**src/rtl/result_stream_tx_pkg.sv**
```systemverilog
// Shared constants and state encoding for the result stream transmitter.
package result_stream_tx_pkg;

  localparam int DEF_DMA_WIDTH   = 64;
  localparam int DEF_SAMPLE_W    = 14;
  localparam int DEF_FRAME_WORDS = 256;
  localparam int DEF_FIFO_DEPTH  = 16;

  typedef enum logic [1:0] {
    ST_IDLE,
    ST_CAPTURE,
    ST_DRAIN
  } tx_state_t;

endpackage

```
**src/rtl/result_stream_tx_fifo.sv**
```systemverilog
// First-word-fall-through FIFO carrying {last, data} beats toward the stream port.
module axis_tx_fifo #(
  parameter int WIDTH = 65,
  parameter int DEPTH = 16
) (
  input  logic             i_clk,
  input  logic             i_rst_n,
  input  logic             i_push,
  input  logic [WIDTH-1:0] i_data,
  input  logic             i_pop,
  output logic [WIDTH-1:0] o_data,
  output logic             o_valid,
  output logic [$clog2(DEPTH):0] o_count
);

  localparam int AW = $clog2(DEPTH);
  localparam logic [AW:0] FULL_CNT = DEPTH[AW:0];

  logic [WIDTH-1:0] r_mem [DEPTH];
  logic [AW-1:0]    r_wr;
  logic [AW-1:0]    r_rd;
  logic [AW:0]      r_count;
  logic             w_push;
  logic             w_pop;

  assign w_pop  = i_pop && (r_count != '0);
  assign w_push = i_push && (r_count < FULL_CNT);

  always_ff @(posedge i_clk) begin
    if (w_push) r_mem[r_wr] <= i_data;
  end

  always_ff @(posedge i_clk or negedge i_rst_n) begin
    if (!i_rst_n) begin
      r_wr    <= '0;
      r_rd    <= '0;
      r_count <= '0;
    end else begin
      if (w_push) r_wr <= r_wr + 1'b1;
      if (w_pop)  r_rd <= r_rd + 1'b1;
      case ({w_push, w_pop})
        2'b10:   r_count <= r_count + 1'b1;
        2'b01:   r_count <= r_count - 1'b1;
        default: r_count <= r_count;
      endcase
    end
  end

  // Head entry is gated so stale memory never shows on an empty FIFO.
  assign o_valid = (r_count != '0);
  assign o_data  = o_valid ? r_mem[r_rd] : '0;
  assign o_count = r_count;

endmodule

```
**src/rtl/result_stream_tx.sv**
```systemverilog
// Packs sample pairs from the compute block into fixed-length 64-bit stream frames.
module result_stream_tx
  import result_stream_tx_pkg::*;
#(
  parameter int DMA_WIDTH   = DEF_DMA_WIDTH,
  parameter int SAMPLE_W    = DEF_SAMPLE_W,
  parameter int FRAME_WORDS = DEF_FRAME_WORDS,
  parameter int FIFO_DEPTH  = DEF_FIFO_DEPTH
) (
  input  logic                 i_clk,
  input  logic                 i_rst_n,
  input  logic                 i_en,
  input  logic                 i_start,
  input  logic                 i_sample_valid,
  input  logic [SAMPLE_W-1:0]  i_ch1,
  input  logic [SAMPLE_W-1:0]  i_ch2,
  output logic [DMA_WIDTH-1:0] o_m_axis_tdata,
  output logic [7:0]           o_m_axis_tkeep,
  output logic                 o_m_axis_tlast,
  output logic                 o_m_axis_tvalid,
  input  logic                 i_m_axis_tready,
  output logic                 o_busy,
  output logic                 o_done,
  output logic                 o_overflow
);

  localparam int PAD   = 16 - SAMPLE_W;
  localparam int CW    = $clog2(FRAME_WORDS + 1);
  localparam int CNT_W = $clog2(FIFO_DEPTH) + 1;
  localparam logic [CW-1:0]    LAST_IDX  = CW'(FRAME_WORDS - 1);
  localparam logic [CNT_W-1:0] DEPTH_C   = CNT_W'(FIFO_DEPTH);
  localparam logic [CNT_W-1:0] DEPTH_M1  = CNT_W'(FIFO_DEPTH - 1);

  tx_state_t           r_state;
  logic                r_half_pend;
  logic [CW-1:0]       r_word_cnt;
  logic [31:0]         r_low;
  logic                r_overflow;
  logic                r_busy;
  logic                r_done;

  logic [31:0]         w_pair;
  logic                w_take;
  logic                w_word_push;
  logic                w_is_last;
  logic                w_accept;
  logic                w_pop;
  logic [DMA_WIDTH:0]  w_fifo_out;
  logic                w_fifo_valid;
  logic [CNT_W-1:0]    w_fifo_count;

  assign w_pair      = {{{PAD{i_ch2[SAMPLE_W-1]}}, i_ch2}, {{PAD{i_ch1[SAMPLE_W-1]}}, i_ch1}};
  assign w_take      = (r_state == ST_CAPTURE) && i_sample_valid && i_en;
  assign w_word_push = w_take && r_half_pend;
  assign w_is_last   = (r_word_cnt == LAST_IDX);
  assign w_pop       = w_fifo_valid && i_m_axis_tready;

  // One slot is held back for the closing word so tlast is never lost.
  assign w_accept = w_word_push &&
                    (w_is_last ? (w_fifo_count < DEPTH_C) : (w_fifo_count < DEPTH_M1));

  axis_tx_fifo #(
    .WIDTH (DMA_WIDTH + 1),
    .DEPTH (FIFO_DEPTH)
  ) u_fifo (
    .i_clk   (i_clk),
    .i_rst_n (i_rst_n),
    .i_push  (w_accept),
    .i_data  ({w_is_last, w_pair, r_low}),
    .i_pop   (w_pop),
    .o_data  (w_fifo_out),
    .o_valid (w_fifo_valid),
    .o_count (w_fifo_count)
  );

  always_ff @(posedge i_clk or negedge i_rst_n) begin
    if (!i_rst_n) begin
      r_state     <= ST_IDLE;
      r_half_pend <= 1'b0;
      r_word_cnt  <= '0;
      r_low       <= '0;
      r_overflow  <= 1'b0;
      r_busy      <= 1'b0;
      r_done      <= 1'b0;
    end else begin
      r_done <= w_pop && w_fifo_out[DMA_WIDTH];
      case (r_state)
        ST_IDLE: begin
          if (i_start && i_en) begin
            r_state     <= ST_CAPTURE;
            r_word_cnt  <= '0;
            r_half_pend <= 1'b0;
            r_overflow  <= 1'b0;
            r_busy      <= 1'b1;
          end
        end
        ST_CAPTURE: begin
          if (w_take) begin
            if (!r_half_pend) begin
              r_low       <= w_pair;
              r_half_pend <= 1'b1;
            end else begin
              r_half_pend <= 1'b0;
              r_word_cnt  <= r_word_cnt + 1'b1;
              if (!w_accept) r_overflow <= 1'b1;
              if (w_is_last) r_state <= ST_DRAIN;
            end
          end
        end
        ST_DRAIN: begin
          if (!w_fifo_valid) begin
            r_state <= ST_IDLE;
            r_busy  <= 1'b0;
          end
        end
        default: r_state <= ST_IDLE;
      endcase
    end
  end

  assign o_m_axis_tdata  = w_fifo_out[DMA_WIDTH-1:0];
  assign o_m_axis_tlast  = w_fifo_out[DMA_WIDTH];
  assign o_m_axis_tvalid = w_fifo_valid;
  assign o_m_axis_tkeep  = w_fifo_valid ? 8'hFF : 8'h00;
  assign o_busy          = r_busy;
  assign o_done          = r_done;
  assign o_overflow      = r_overflow;

endmodule

```
**config.mk**
```make
export PLATFORM = sky130hd
export DESIGN_NAME = result_stream_tx
export DESIGN_NICKNAME = d
export VERILOG_FILES = /design/src/rtl/result_stream_tx_pkg.sv /design/src/rtl/result_stream_tx_fifo.sv /design/src/rtl/result_stream_tx.sv
export SDC_FILE = /design/constraint.sdc
export NUM_CORES = 1
export LEC_CHECK = 0
export ABC_AREA = 1
export CAP_MARGIN = 0
export CELL_PAD_IN_SITES_DETAIL_PLACEMENT = 1
export CELL_PAD_IN_SITES_GLOBAL_PLACEMENT = 2
export CORE_MARGIN = 10
export CORE_UTILIZATION = 26
export CTS_CLUSTER_DIAMETER = 200
export CTS_CLUSTER_SIZE = 20
export DETAILED_ROUTE_END_ITERATION = 8
export PLACE_DENSITY = 0.58
export SLEW_MARGIN = 25
export SYNTH_ARGS = -nofsm -noshare
export SYNTH_HDL_FRONTEND = slang
export SYNTH_SLANG_ARGS = --single-unit
```
**constraint.sdc**
```tcl
create_clock -name i_clk -period 11.35 [get_ports i_clk]
set_clock_uncertainty 0.05 [all_clocks]
set_input_delay 3.405 -clock i_clk [delete_from_list [all_inputs] [get_ports i_clk]]
set_output_delay 3.405 -clock i_clk [all_outputs]
set_load 0.05 [all_outputs]
```
==> flow_metrics.py <==
metrics = {
    "drt": {
        "drt_iter0_markers": 1765,
        "antenna_left": 0,
        "wl_um": 131800,
        "wl_met1_um": 62430,
        "viasPerCell": 4.476,
        "met3_length_um": 4258,
        "dr.pass1.iters": 5,
        "dr_wl_met2_um": 63180,
        "highest_layer": "met4",
        "wl_per_cell_um": 21.90,
        "num_vias": 26946,
        "drc": 0,
    },
    "status": {
        "status": "finished, final reports clean",
    },
    "global_route": {
        "grt-ovfl-total": 0,
        "grt_usage_pct": 14.77,
        "grt_pass1_vias": 27594,
        "grt_max_degree": 186,
        "grt_pass1_wl_um": 192700,
        "antenna_found_initial": 3,
    },
    "power_and_ir_drop": {
        "powerDensity_nw_per_um2": 255.9,
        "ir_drop_uv": 280.2,
        "p_leak_nw": 18.35,
    },
    "timing": {
        "final.setup.worst_slack_ns": 2.731,
        "fmax_mhz": 116.0,
        "setup_violations": 0,
        "rsz0062_at_grt": "no",
        "worst-slew-pin-transition_ns": 1.041,
        "hold_slack_ns": 0.4352,
        "final_hold_viol_count": 0,
        "finalCriticalPeriod_ns": 8.619,
        "slew_headroom_pct": 30.58,
        "drv_slew": 0,
        "finalCritPeriodShare_pct": 75.94,
        "fin_setup_tns_ns": 0,
    },
    "synth": {
        "yosysTopAreaCell": "edfxtp_1",
        "synthesis.area_sq_um": 41150,
        "synth_async_sr_flop_share_pct": 5.785,
        "ys_seq_area_share_pct": 69.97,
        "synth.distinct_cells": 30,
        "avgSynthCellArea_sq_um": 10.51,
        "ys_ff_latch": 968,
        "yosys.area.top_type_share_pct": 66.56,
        "syn-num-nets": 3959,
        "synth.most_common_cell": "nand2_1",
        "synth-edff-count": 912,
        "synthTopCellsByArea": "edfxtp_1 (67%), nand2_1 (13%), nand3_1 (7.5%), inv_1 (4.4%), dfrtp_1 (3.4%)",
        "synth_common_cells": "nand2_1 (1,477), edfxtp_1 (912), nand3_1 (616)",
        "synth_ff_type": "edfxtp_1",
        "yosysWarnings": 0,
        "synthCells": 3914,
    },
    "cts": {
        "clock_latency_ns": 0.69,
        "cts_buffer_depth": 3,
        "cts_setup_buffers": 0,
        "holdBufCountCts": 0,
        "ctsResizeCount": 0,
        "cts_tree": "done",
        "path_clk_slew_ns": 0.09,
        "cts.sinks": 968,
        "cts_buffers": 54,
        "cts_root_buf": "clkbuf_16",
        "h-tree-depth": 2,
    },
    "floorplanning": {
        "dieWidth_um": 417.8,
        "die_h_um": 417.8,
        "fp.dieArea_sq_um": 174600,
        "initial_core_util_pct": 26.25,
        "core_sq_um": 156800,
        "ios": 111,
        "rows": 145,
    },
    "final_layout": {
        "drive_gt1_share_pct": 3.787,
        "finalNetCount": 3960,
        "syn2layout_area_growth_pct": 12.00,
    },
    "critical_path": {
        "cp.required_ns": 7.90,
        "cp.arrival_ns": 5.16,
        "crit_type": "reg -> out",
        "cp-end-kind": "primary output",
        "setup.worst_path.start_class": "register",
        "crit_fanout": 69,
    },
    "placed_design": {
        "dpl.hpwl_um": 66380,
        "pre_cts_ws_ns": 3.418,
        "numPortBuffers": 110,
        "gp_congestion": 0.6926,
    },
    "hold_path": {
        "min_path_type": "reg -> reg",
    },
    "run": {
        "max-cap-violations": 0,
    },
}
layer usage:
| metal | GRT usage (%) | vias to the layer above |
|---|---|---|
| li1 | - | 12759 |
| met1 | 20.13 | 13779 |
| met2 | 25.34 | 320 |
| met3 | 1.916 | 88 |
| met4 | 2.428 | 0 |
| met5 | 0 | - |
metrics by stage:
stage	total power, mW	instance area, sq um	cells	utilization [%]
2_1_floorplan	7.879	41150	3914	-
3_3_place_gp	9.870	44420	5913	28.34
3_5_place_dp	9.874	44500	5916	28.39
4_1_cts	12.02	46060	6018	29.39
5_1_grt	12.54	46080	6019	29.40
6_report	11.79	46080	6020	29.40
path summary, 6_finish.rpt:
path / cells past startpoint / to / startpoint / slack, ns
setup / recovery: 7 / o_m_axis_tdata[1] / u_fifo.r_rd[1]$_DFFE_PN0P_ / 2.73
hold / removal: 2 / o_busy$_DFFE_PN0P_ / o_busy$_DFFE_PN0P_ / 0.44
setup reg to reg: 13 / u_fifo.r_mem[13][57]$_DFFE_PP_ / r_word_cnt[3]$_DFFE_PN0P_ / 6.77
hold reg to reg: 2 / o_busy$_DFFE_PN0P_ / o_busy$_DFFE_PN0P_ / 0.44
max in group asynchronous: 2 / u_fifo.r_rd[2]$_DFFE_PN0P_ / i_rst_n / 7.61
min in group asynchronous: 1 / r_state[0]$_DFFE_PN0P_ / i_rst_n / 2.52
logic make-up (layout without fill, tap and decap cells):
kind of cell	after synthesis	count (layout)	synth area share (%)
AOI/OAI and AO/OA	85	85	1.046
xor gates and xnor gates	9	9	0.2098
adders and majority gates	11	11	0.3345
buffers and inverters	710	757	6.976
DFF	968	968	69.97
other	0	1	0
and+or+nand+nor	2131	2131	21.47
worst max-delay path, cell delays in order (launching register included):
cell	delay [ns]
dfrtp_4	1.03
buf_4	0.92
buf_4	0.62
nand2_1	0.12
nand3_1	0.11
nand3_1	0.11
a21oi_1	0.55
clkdlybuf4s50_1	0.95
power breakdown:
part | switching (mW) | total, mW | leakage [nW] | internal (mW)
logic | 3.59 | 4.93 | 8.65 | 1.34
registers | 0.466 | 4.74 | 8.96 | 4.27
clock network | 1.21 | 2.13 | 0.740 | 0.913
total | 5.27 | 11.8 | 18.3 | 6.53
layout by cell type, fill, tap and decap left out:
master and n:
nor3_1 2, dfrtp_4 4, nand3_1 616, buf_4 45
clkbuf_1 44, nand4_1 2, inv_4 2, xor2_2 1
clkdlybuf4s50_1 109, dfrtp_1 52, diode_2 1, o21ai_1 1
clkinv_2 1, a21boi_0 1, clkinv_8 2, nand2_1 1477
edfxtp_1 912, clkbuf_16 54, nand3_2 1, o21bai_1 1
inv_6 3, inv_1 483, nor2_2 1, nor2_1 8
o21ai_0 18, nor2_4 17, inv_2 1, nand3b_1 2
nand2_2 1, xnor2_1 2, ha_1 11, buf_16 2
a21oi_1 64, nand2_4 4, buf_12 9, xor2_1 6
inv_8 2
cell type report:
| type | count | area (sq um) |
|---|---|---|
| tap | 2058 | 2575 |
| clock buffer | 98 | 1516 |
| timing repair buffer | 165 | 1664 |
| sequential | 968 | 28800 |
| inverter | 490 | 1866 |
| clock inverter | 4 | 50.05 |
| antenna | 1 | 2.502 |
| fill | 17594 | 110700 |
| multi-input combinational | 2236 | 9608 |
registers in the layout, indices dropped and copies added, names as in the netlist, 2 cells and up:
signal,flops
u_fifo.r_rd,4
r_word_cnt,9
u_fifo.r_mem,912
r_low,28
u_fifo.r_wr,4
r_state,2
u_fifo.o_count,5
No activity file was read; power rests on OpenSTA's default activity.
